`config.mk`:
```
export PLATFORM = sky130hd
export DESIGN_NAME = pc_trace_monitor
export DESIGN_NICKNAME = d
export VERILOG_FILES = /design/src/rtl/pc_mon_pkg.sv /design/src/rtl/pc_trace_ram.sv /design/src/rtl/pc_trace_monitor.sv
export SDC_FILE = /design/constraint.sdc
export NUM_CORES = 1
export LEC_CHECK = 0
export ABC_AREA = 1
export BUFFER_PORTS_ARGS = -buffer_cell sky130_fd_sc_hd__buf_2
export CORE_MARGIN = 2
export CORE_UTILIZATION = 45
export DETAILED_ROUTE_END_ITERATION = 8
export PLACE_DENSITY_LB_ADDON = 0.2
export SLEW_MARGIN = 20
export SYNTH_ARGS = -nofsm -noshare
export SYNTH_HDL_FRONTEND = slang
export SYNTH_SLANG_ARGS = --single-unit
```
`constraint.sdc`:
```
create_clock -name clk -period 9.2 [get_ports clk]
set_input_delay 0.92 -clock clk [delete_from_list [all_inputs] [get_ports clk]]
set_output_delay 0.92 -clock clk [all_outputs]
set_load 0.01 [all_outputs]
```
`src/rtl/pc_mon_pkg.sv`:
```
// Shared definitions for the retire-stream program-flow monitor.
// The state encoding doubles as the externally visible state_o value.
package pc_mon_pkg;

    localparam int unsigned STATE_W = 2;

    typedef enum logic [STATE_W-1:0] {
        IDLE = 2'd0,
        RUN  = 2'd1,
        DONE = 2'd2,
        HUNG = 2'd3
    } mon_state_t;

endpackage

```
`src/rtl/pc_trace_ram.sv`:
```
// Circular trace of recent retires (PC + encoding) with a combinational read port.
// Index 0 on the read port selects the newest entry.
module pc_trace_ram #(
    parameter int unsigned XLEN  = 32,
    parameter int unsigned DEPTH = 16
) (
    input  logic                     clk,
    input  logic                     rst,
    input  logic                     we,
    input  logic [XLEN-1:0]          wr_pc,
    input  logic [31:0]              wr_inst,
    input  logic [$clog2(DEPTH)-1:0] rd_idx,
    output logic                     rd_valid,
    output logic [XLEN-1:0]          rd_pc,
    output logic [31:0]              rd_inst
);

    localparam int unsigned PTR_W = $clog2(DEPTH);

    logic [XLEN-1:0]  pc_mem   [DEPTH];
    logic [31:0]      inst_mem [DEPTH];
    logic [PTR_W-1:0] wr_ptr;
    logic [PTR_W:0]   fill;
    logic [PTR_W-1:0] rd_addr;

    // Storage has no reset; stale entries are hidden by the fill count.
    always_ff @(posedge clk) begin
        if (we) begin
            pc_mem[wr_ptr]   <= wr_pc;
            inst_mem[wr_ptr] <= wr_inst;
        end
    end

    always_ff @(posedge clk or posedge rst) begin
        if (rst) begin
            wr_ptr <= '0;
            fill   <= '0;
        end else if (we) begin
            wr_ptr <= wr_ptr + PTR_W'(1);
            if (fill != (PTR_W+1)'(DEPTH))
                fill <= fill + (PTR_W+1)'(1);
        end
    end

    // Power-of-two depth makes the pointer arithmetic wrap naturally.
    always_comb begin
        rd_addr  = wr_ptr - PTR_W'(1) - rd_idx;
        rd_valid = ({1'b0, rd_idx} < fill);
        rd_pc    = '0;
        rd_inst  = '0;
        if (rd_valid) begin
            rd_pc   = pc_mem[rd_addr];
            rd_inst = inst_mem[rd_addr];
        end
    end

endmodule

```
`src/rtl/pc_trace_monitor.sv`:
```
// Retire-stream monitor: classifies control flow, counts cycles/retires,
// detects completion at END_PC or a retire-free hang, and records a trace.
module pc_trace_monitor
    import pc_mon_pkg::*;
#(
    parameter int unsigned     XLEN       = 32,
    parameter int unsigned     DEPTH      = 16,
    parameter int unsigned     CNT_W      = 32,
    parameter int unsigned     TIMEOUT    = 1024,
    parameter logic [XLEN-1:0] END_PC     = 32'h0000_0014,
    parameter int unsigned     INST_BYTES = 4
) (
    input  logic                     clk,
    input  logic                     rst,
    input  logic                     en_i,
    input  logic                     ret_valid_i,
    input  logic [XLEN-1:0]          ret_pc_i,
    input  logic [31:0]              ret_inst_i,
    output logic [CNT_W-1:0]         cycle_cnt_o,
    output logic [CNT_W-1:0]         ret_cnt_o,
    output logic [CNT_W-1:0]         seq_cnt_o,
    output logic [CNT_W-1:0]         jump_cnt_o,
    output logic [STATE_W-1:0]       state_o,
    output logic                     done_o,
    output logic                     timeout_o,
    input  logic [$clog2(DEPTH)-1:0] rd_idx_i,
    output logic                     rd_valid_o,
    output logic [XLEN-1:0]          rd_pc_o,
    output logic [31:0]              rd_inst_o
);

    mon_state_t       state_q,   state_d;
    logic [CNT_W-1:0] cycle_q,   cycle_d;
    logic [CNT_W-1:0] ret_q,     ret_d;
    logic [CNT_W-1:0] seq_q,     seq_d;
    logic [CNT_W-1:0] jump_q,    jump_d;
    logic [CNT_W-1:0] stall_q,   stall_d;
    logic [XLEN-1:0]  last_pc_q, last_pc_d;
    logic             done_q,    done_d;
    logic             timeout_q, timeout_d;
    logic             rec;

    function automatic logic [CNT_W-1:0] sat_inc(input logic [CNT_W-1:0] v);
        return (&v) ? v : v + CNT_W'(1);
    endfunction

    always_ff @(posedge clk or posedge rst) begin
        if (rst) begin
            state_q   <= IDLE;
            cycle_q   <= '0;
            ret_q     <= '0;
            seq_q     <= '0;
            jump_q    <= '0;
            stall_q   <= '0;
            last_pc_q <= '0;
            done_q    <= 1'b0;
            timeout_q <= 1'b0;
        end else begin
            state_q   <= state_d;
            cycle_q   <= cycle_d;
            ret_q     <= ret_d;
            seq_q     <= seq_d;
            jump_q    <= jump_d;
            stall_q   <= stall_d;
            last_pc_q <= last_pc_d;
            done_q    <= done_d;
            timeout_q <= timeout_d;
        end
    end

    always_comb begin
        state_d   = state_q;
        cycle_d   = cycle_q;
        ret_d     = ret_q;
        seq_d     = seq_q;
        jump_d    = jump_q;
        stall_d   = stall_q;
        last_pc_d = last_pc_q;
        done_d    = done_q;
        timeout_d = timeout_q;
        rec       = 1'b0;

        unique case (state_q)
            IDLE: begin
                // The first retire only seeds last_pc; it is not classified.
                if (en_i && ret_valid_i) begin
                    rec       = 1'b1;
                    ret_d     = sat_inc(ret_q);
                    last_pc_d = ret_pc_i;
                    state_d   = RUN;
                    if (ret_pc_i >= END_PC) begin
                        state_d = DONE;
                        done_d  = 1'b1;
                    end
                end
            end
            RUN: begin
                if (en_i) begin
                    cycle_d = sat_inc(cycle_q);
                    if (ret_valid_i) begin
                        rec       = 1'b1;
                        stall_d   = '0;
                        ret_d     = sat_inc(ret_q);
                        last_pc_d = ret_pc_i;
                        if (ret_pc_i == last_pc_q + XLEN'(INST_BYTES))
                            seq_d = sat_inc(seq_q);
                        else
                            jump_d = sat_inc(jump_q);
                        if (ret_pc_i >= END_PC) begin
                            state_d = DONE;
                            done_d  = 1'b1;
                        end
                    end else begin
                        // A retire in this cycle takes the other branch, so DONE wins over HUNG.
                        stall_d = stall_q + CNT_W'(1);
                        if (stall_d == CNT_W'(TIMEOUT)) begin
                            state_d   = HUNG;
                            timeout_d = 1'b1;
                        end
                    end
                end
            end
            default: ;
        endcase
    end

    assign cycle_cnt_o = cycle_q;
    assign ret_cnt_o   = ret_q;
    assign seq_cnt_o   = seq_q;
    assign jump_cnt_o  = jump_q;
    assign state_o     = state_q;
    assign done_o      = done_q;
    assign timeout_o   = timeout_q;

    pc_trace_ram #(
        .XLEN  (XLEN),
        .DEPTH (DEPTH)
    ) u_trace (
        .clk      (clk),
        .rst      (rst),
        .we       (rec),
        .wr_pc    (ret_pc_i),
        .wr_inst  (ret_inst_i),
        .rd_idx   (rd_idx_i),
        .rd_valid (rd_valid_o),
        .rd_pc    (rd_pc_o),
        .rd_inst  (rd_inst_o)
    );

endmodule

```
==> impl_metrics.env, run 1 <==
export IMPL_status="completed"
export IMPL_setup_viol=0
export IMPL_power_density_nw_per_um2=212
export IMPL_relSlewSlack=0.194
export IMPL_pre_cts_slack_ns=3.37
export IMPL_fin_crit_sh=0.655
export IMPL_crit_type="flop to primary output"
export IMPL_dieArea_sq_um=121000
export IMPL_rows=125
export IMPL_synth_avg_cell_area_sq_um=11.1
export IMPL_grt_max_degree=198
export IMPL_post_cts_buffers=0
export IMPL_htree_levels=4
export IMPL_gr_total_overflow=0
export IMPL_routedWlPerCell_microns=20.8
export IMPL_synth_most_common_cell="nand2_1"
export IMPL_die_y_microns=347
export IMPL_cap_violations=0
export IMPL_setup_ws_ns=3.17
export IMPL_clk_insertion_delay_late_ns=0.75
export IMPL_yosysTopAreaCell="edfxtp_1"
export IMPL_synth_nets=4891
export IMPL_totalPowerFinal_mw=12.8
export IMPL_portBuffers=268
export IMPL_ys_top_cells_by_count="nand2_1 (1538), edfxtp_1 (1024), a21oi_1 (321)"
export IMPL_hold_viol=0
export IMPL_ys_top_cells_by_area="edfxtp_1 (58%), nand2_1 (11%), dfrtp_1 (9.7%)"
export IMPL_grt_pass1_wl_microns=212000
export IMPL_ant_nets=0
export IMPL_multi_input_area_sq_um=15500
export IMPL_leakagePower_nw=23.3
export IMPL_grt_antenna_before_repair=16
export IMPL_synth_edf_count=1024
export IMPL_syn_area_sq_um=53000
export IMPL_crit_path_end_kind="primary output"
export IMPL_drtIter0Drc=3093
export IMPL_final_util=0.519
export IMPL_ys_flop_type="edfxtp_1"
export IMPL_finalSetupTns_ns=0
export IMPL_yosys_register_bits=1229
export IMPL_max_slew_worst_pin_slew_ns=1.21
export IMPL_start_util=0.455
export IMPL_regArea_sq_um=35900
export IMPL_fmax_mhz=166
export IMPL_cts_sinks=1229
export IMPL_min_period_ns=6.03
export IMPL_detail_route_first_pass_iterations=7
export IMPL_path_max_fanout=58
export IMPL_io_pins=269
export IMPL_synth_top_area_frac=0.580
export IMPL_vias=36688
export IMPL_track_usage=0.228
export IMPL_required_ns=8.28
export IMPL_cts_root_buf="clkbuf_16"
export IMPL_core_sq_um=117000
export IMPL_rsz0062_at_grt="no"
export IMPL_die_w_microns=347
export IMPL_clkTransAtPathRegs_ns=0.06
export IMPL_place_gp_congestion=0.888
export IMPL_ctsHoldBuffers=0
export IMPL_ctsResizeCount=0
export IMPL_setup_worst_path_start_class="flop"
export IMPL_drv_slew=0
export IMPL_place_hpwl_microns=76000
export IMPL_ys_types=44
export IMPL_yosysWarnings=0
export IMPL_hold_class="input port to asynchronous set/reset pin"
export IMPL_arrival_ns=5.11
export IMPL_synth_seq_area_share=0.676
export IMPL_async_reset_ff_frac=0.167
export IMPL_area_growth_pct=14.0
export IMPL_finalClockSkew_ns=0.0268
export IMPL_clk_path_buf_depth=3
export IMPL_peakVddDrop_mv=0.245
export IMPL_synthCells=4799
export IMPL_drive_gt1_frac=0.117
export IMPL_n_fill_cell=10218
export IMPL_first_global_vias=35515
export IMPL_cts_tree="yes"
export IMPL_drc=0
export IMPL_nets=5113
export IMPL_routed_via_density=5.51
export IMPL_cts_made_buffers=135
export IMPL_drt_wl_total_microns=138000
kinds of logic after synthesis:
kind of cell | Yosys count | share of synthesized area
simple gates | 2115 | 0.163
flops | 1229 | 0.676
fa+ha+maj | 20 | 0.00486
xor+xnor | 143 | 0.0238
compound gates | 808 | 0.0967
mux | 2 | 0.000425
buf+inv | 482 | 0.0345
routing by layer:
layer | global-route usage | up-vias | wire length, microns
met1 | 0.312 | 18097 | 60900
met5 | 0 | - | 101
met4 | 0.0645 | 18 | 3000
met2 | 0.370 | 1097 | 65100
li1 | - | 17259 | -
met3 | 0.0443 | 217 | 9280
cell usage in the layout (no fill, tap or decap), types with 15 or more instances in the layout:
cell and count:
a32oi_1 63, clkbuf_16 141, a21oi_1 321, ha_1 18, nand3b_1 23, a32o_1 126
nor3_1 44, clkinv_2 20, nor4_1 18, buf_4 55, o21ai_0 200, nand4_1 50
edfxtp_1 1024, nor3_2 16, a22oi_1 63, nor2_1 263, nor2_4 15, dfrtp_1 205
inv_1 228, nand2_1 1538, clkinv_1 26, buf_2 268, xnor2_1 42, clkbuf_1 27
xor2_1 98, nand3_1 112
state kept, by name (all words and copies together) (netlist names):
| signal | flops |
|---|---|
| last_pc_q | 32 |
| state_o | 2 |
| cycle_cnt_o | 32 |
| u_trace.pc_mem | 512 |
| u_trace.wr_ptr | 4 |
| seq_cnt_o | 32 |
| stall_q | 32 |
| u_trace.inst_mem | 512 |
| done_o | 1 |
| jump_cnt_o | 32 |
| timeout_o | 1 |
| u_trace.fill | 5 |
| ret_cnt_o | 32 |
critical path: stages, from the launching register on:
cell	delay, ns
dfrtp_1	0.48
ha_4	0.21
fa_4	1.12
buf_4	0.58
buf_4	0.72
a21oi_1	0.11
a22oi_1	0.18
o21ai_0	0.09
nand2_1	0.09
nand2_1	0.07
nor2_1	0.36
buf_2	0.23
layout make-up:
class | count | area share
Clock buffer | 170 | 0.0605
Multi-Input combinational cell | 3088 | 0.256
Tap cell | 1524 | 0.0315
Timing Repair Buffer | 327 | 0.0305
Sequential cell | 1229 | 0.594
Inverter | 240 | 0.0153
Antenna cell | 5 | 0.000207
Clock inverter | 70 | 0.0122
where the power goes:
group	total, mW	internal, mW	switching [mW]
clock network	5.37	3.18	2.19
registers	6.05	6.04	0.0109
logic	1.37	0.417	0.955
final timing paths:
path | depth (start not counted) | startpoint | slack [ns] | end
max reg2reg | 7 | state_o[1] | 5.82 | u_trace.inst_mem[12][14]
max in group asynchronous | 4 | rst | 6.98 | stall_q[16]
min | 2 | rst | 0.33 | jump_cnt_o[10]
min reg2reg | 1 | timeout_o | 0.47 | timeout_o
min in group clk | 1 | timeout_o | 0.47 | timeout_o
max | 11 | u_trace.wr_ptr[0] | 3.17 | rd_pc_o[13]
through the flow:
step	instances	hold WS [ns]	instance area [sq um]
after global routing	6649	0.373	60400
after detailed placement	6408	0.458	56000
after floorplan	4799	0.463	53000
after CTS	6648	0.336	60400
final	6653	0.331	60400
after global placement	6407	0.459	56000
Power figures use the tool's default switching activity.
==> run 2: changes to the inputs <==
clock period = 6.3 ns   (was 9.2 ns; I/O delays follow)
==> run 2 against run 1 <==
Register-to-register slack got worse by 2.9 ns; global-route usage rose by 0.10 points; final cell count fell by 0.14%; critical endpoint is now rd_inst_o[30]; largest power group unchanged.
==> impl_metrics.env, run 2 (synthesis results as in run 1) <==
export IMPL_crit_type="flop to primary output"
export IMPL_leakagePower_nw=23.2
export IMPL_io_pins=269
export IMPL_required_ns=5.67
export IMPL_rows=125
export IMPL_crit_path_end_kind="primary output"
export IMPL_whs_ns=0.276
export IMPL_drtIter0Drc=2939
export IMPL_ctsHoldBuffers=1
export IMPL_hold_class="input port to flop"
export IMPL_relSlewSlack=0.175
export IMPL_cap_violations=0
export IMPL_portBuffers=268
export IMPL_clk_insertion_delay_late_ns=0.73
export IMPL_cts_tree="yes"
export IMPL_die_y_microns=347
export IMPL_nets=5112
export IMPL_finalClockSkew_ns=0.0248
export IMPL_dieArea_sq_um=121000
export IMPL_path_max_fanout=112
export IMPL_core_sq_um=117000
export IMPL_setup_ws_ns=1.29
export IMPL_peakVddDrop_mv=0.260
export IMPL_place_gp_congestion=0.890
export IMPL_dp_cells=6410
export IMPL_start_util=0.455
export IMPL_setup_worst_path_start_class="flop"
export IMPL_first_global_vias=35234
export IMPL_hold_viol=0
export IMPL_drv_slew=0
export IMPL_max_slew_worst_pin_slew_ns=1.24
export IMPL_arrival_ns=4.38
export IMPL_cts_root_buf="clkbuf_16"
export IMPL_drive_gt1_frac=0.116
export IMPL_top_regs="u_trace.inst_mem: 512 flops, u_trace.pc_mem: 512 flops"
export IMPL_htree_levels=4
export IMPL_routed_via_density=5.54
export IMPL_placed_area_sq_um=56300
export IMPL_fmax_mhz=200
export IMPL_fin_crit_sh=0.795
export IMPL_place_hpwl_microns=74900
export IMPL_layout_common_cells="nand2_1 (1538), edfxtp_1 (1024), a21oi_1 (321)"
export IMPL_setup_viol=0
export IMPL_area_growth_pct=14.0
export IMPL_detail_route_first_pass_iterations=6
export IMPL_pre_cts_slack_ns=1.76
export IMPL_clk_path_buf_depth=3
export IMPL_min_period_ns=5.01
export IMPL_power_density_nw_per_um2=304
export IMPL_grt_pass1_wl_microns=213000
export IMPL_drt_wl_total_microns=139000
export IMPL_status="completed"
export IMPL_cts_sinks=1229
export IMPL_track_usage=0.229
export IMPL_drc=0
export IMPL_routedWlPerCell_microns=21.0
export IMPL_post_cts_buffers=0
export IMPL_grt_max_degree=222
export IMPL_clkTransAtPathRegs_ns=0.06
export IMPL_ant_nets=0
export IMPL_rsz0062_at_grt="no"
export IMPL_vias=36776
export IMPL_die_w_microns=347
export IMPL_gr_total_overflow=0
export IMPL_ctsResizeCount=0
export IMPL_grt_antenna_before_repair=21
export IMPL_cts_made_buffers=131
export IMPL_fin_cells=6644
export IMPL_layout_commonest_cell="nand2_1"
export IMPL_design_area_sq_um=60500
run 2: cell count changes in the layout (fill, tap and decap cells not counted), moves of 3 or more:
| cell | previous run | this run |
|---|---|---|
| bufinv_16 | 13 | 8 |
| clkbuf_16 | 141 | 136 |
| clkbuf_1 | 27 | 30 |
| clkbuf_8 | 2 | 5 |
| buf_12 | 3 | 23 |
| clkinv_1 | 26 | 20 |
| buf_4 | 55 | 38 |
| clkinvlp_4 | 5 | 2 |
run 2: power breakdown:
| part | switching (mW) | internal (mW) |
|---|---|---|
| clock network | 3.16 | 4.36 |
| logic | 1.41 | 0.640 |
| registers | 0.0158 | 8.82 |
run 2: routing by layer:
layer	vias up	GRT usage	share of wire
met5	-	0	0.00085
met3	216	0.0387	0.063
met1	18156	0.322	0.44
li1	17262	-	-
met4	22	0.0616	0.021
met2	1120	0.368	0.47
run 2: worst max-delay path, stage by stage (launching register included):
cell,delay (ns)
dfrtp_1,0.48
ha_4,0.21
fa_4,0.82
buf_12,0.39
buf_4,0.66
o21ai_0,0.19
o22ai_1,0.19
mux2_2,0.17
nand2_1,0.05
a21oi_1,0.17
buf_2,0.16
run 2: cell type report:
| class | count | area (sq um) |
|---|---|---|
| clock buffers | 171 | 3580 |
| fillers | 10152 | 56100 |
| inverters | 240 | 926 |
| multi-input cells | 3088 | 15500 |
| diodes | 4 | 10.0 |
| well taps | 1524 | 1910 |
| repair buffers | 330 | 2100 |
| flip-flops and latches | 1229 | 35900 |
| clock inverters | 58 | 579 |
run 2: through the flow:
step	util	total power, mW	setup TNS (ns)
global route	0.519	19.1	0
floorplan	-	10.3	-40.45
detailed placement	0.483	11.1	0
global placement	0.483	11.0	0
CTS	0.519	18.6	0
finish	0.519	18.4	0
run 2: path summary, 6_finish.rpt:
kind                            slack (ns)                        to  depth (start not counted)              start
min in group asynchronous             0.47            jump_cnt_o[21]                          3                rst
worst min-delay path                  0.28  u_trace.inst_mem[15][25]                          1     ret_inst_i[25]
worst max-delay path                  1.29             rd_inst_o[30]                         10  u_trace.wr_ptr[0]
worst min register to register        0.48                    done_o                          1             done_o
worst max register to register        2.97           cycle_cnt_o[31]                         10         state_o[1]
max in group asynchronous             4.57              last_pc_q[0]                          4                rst
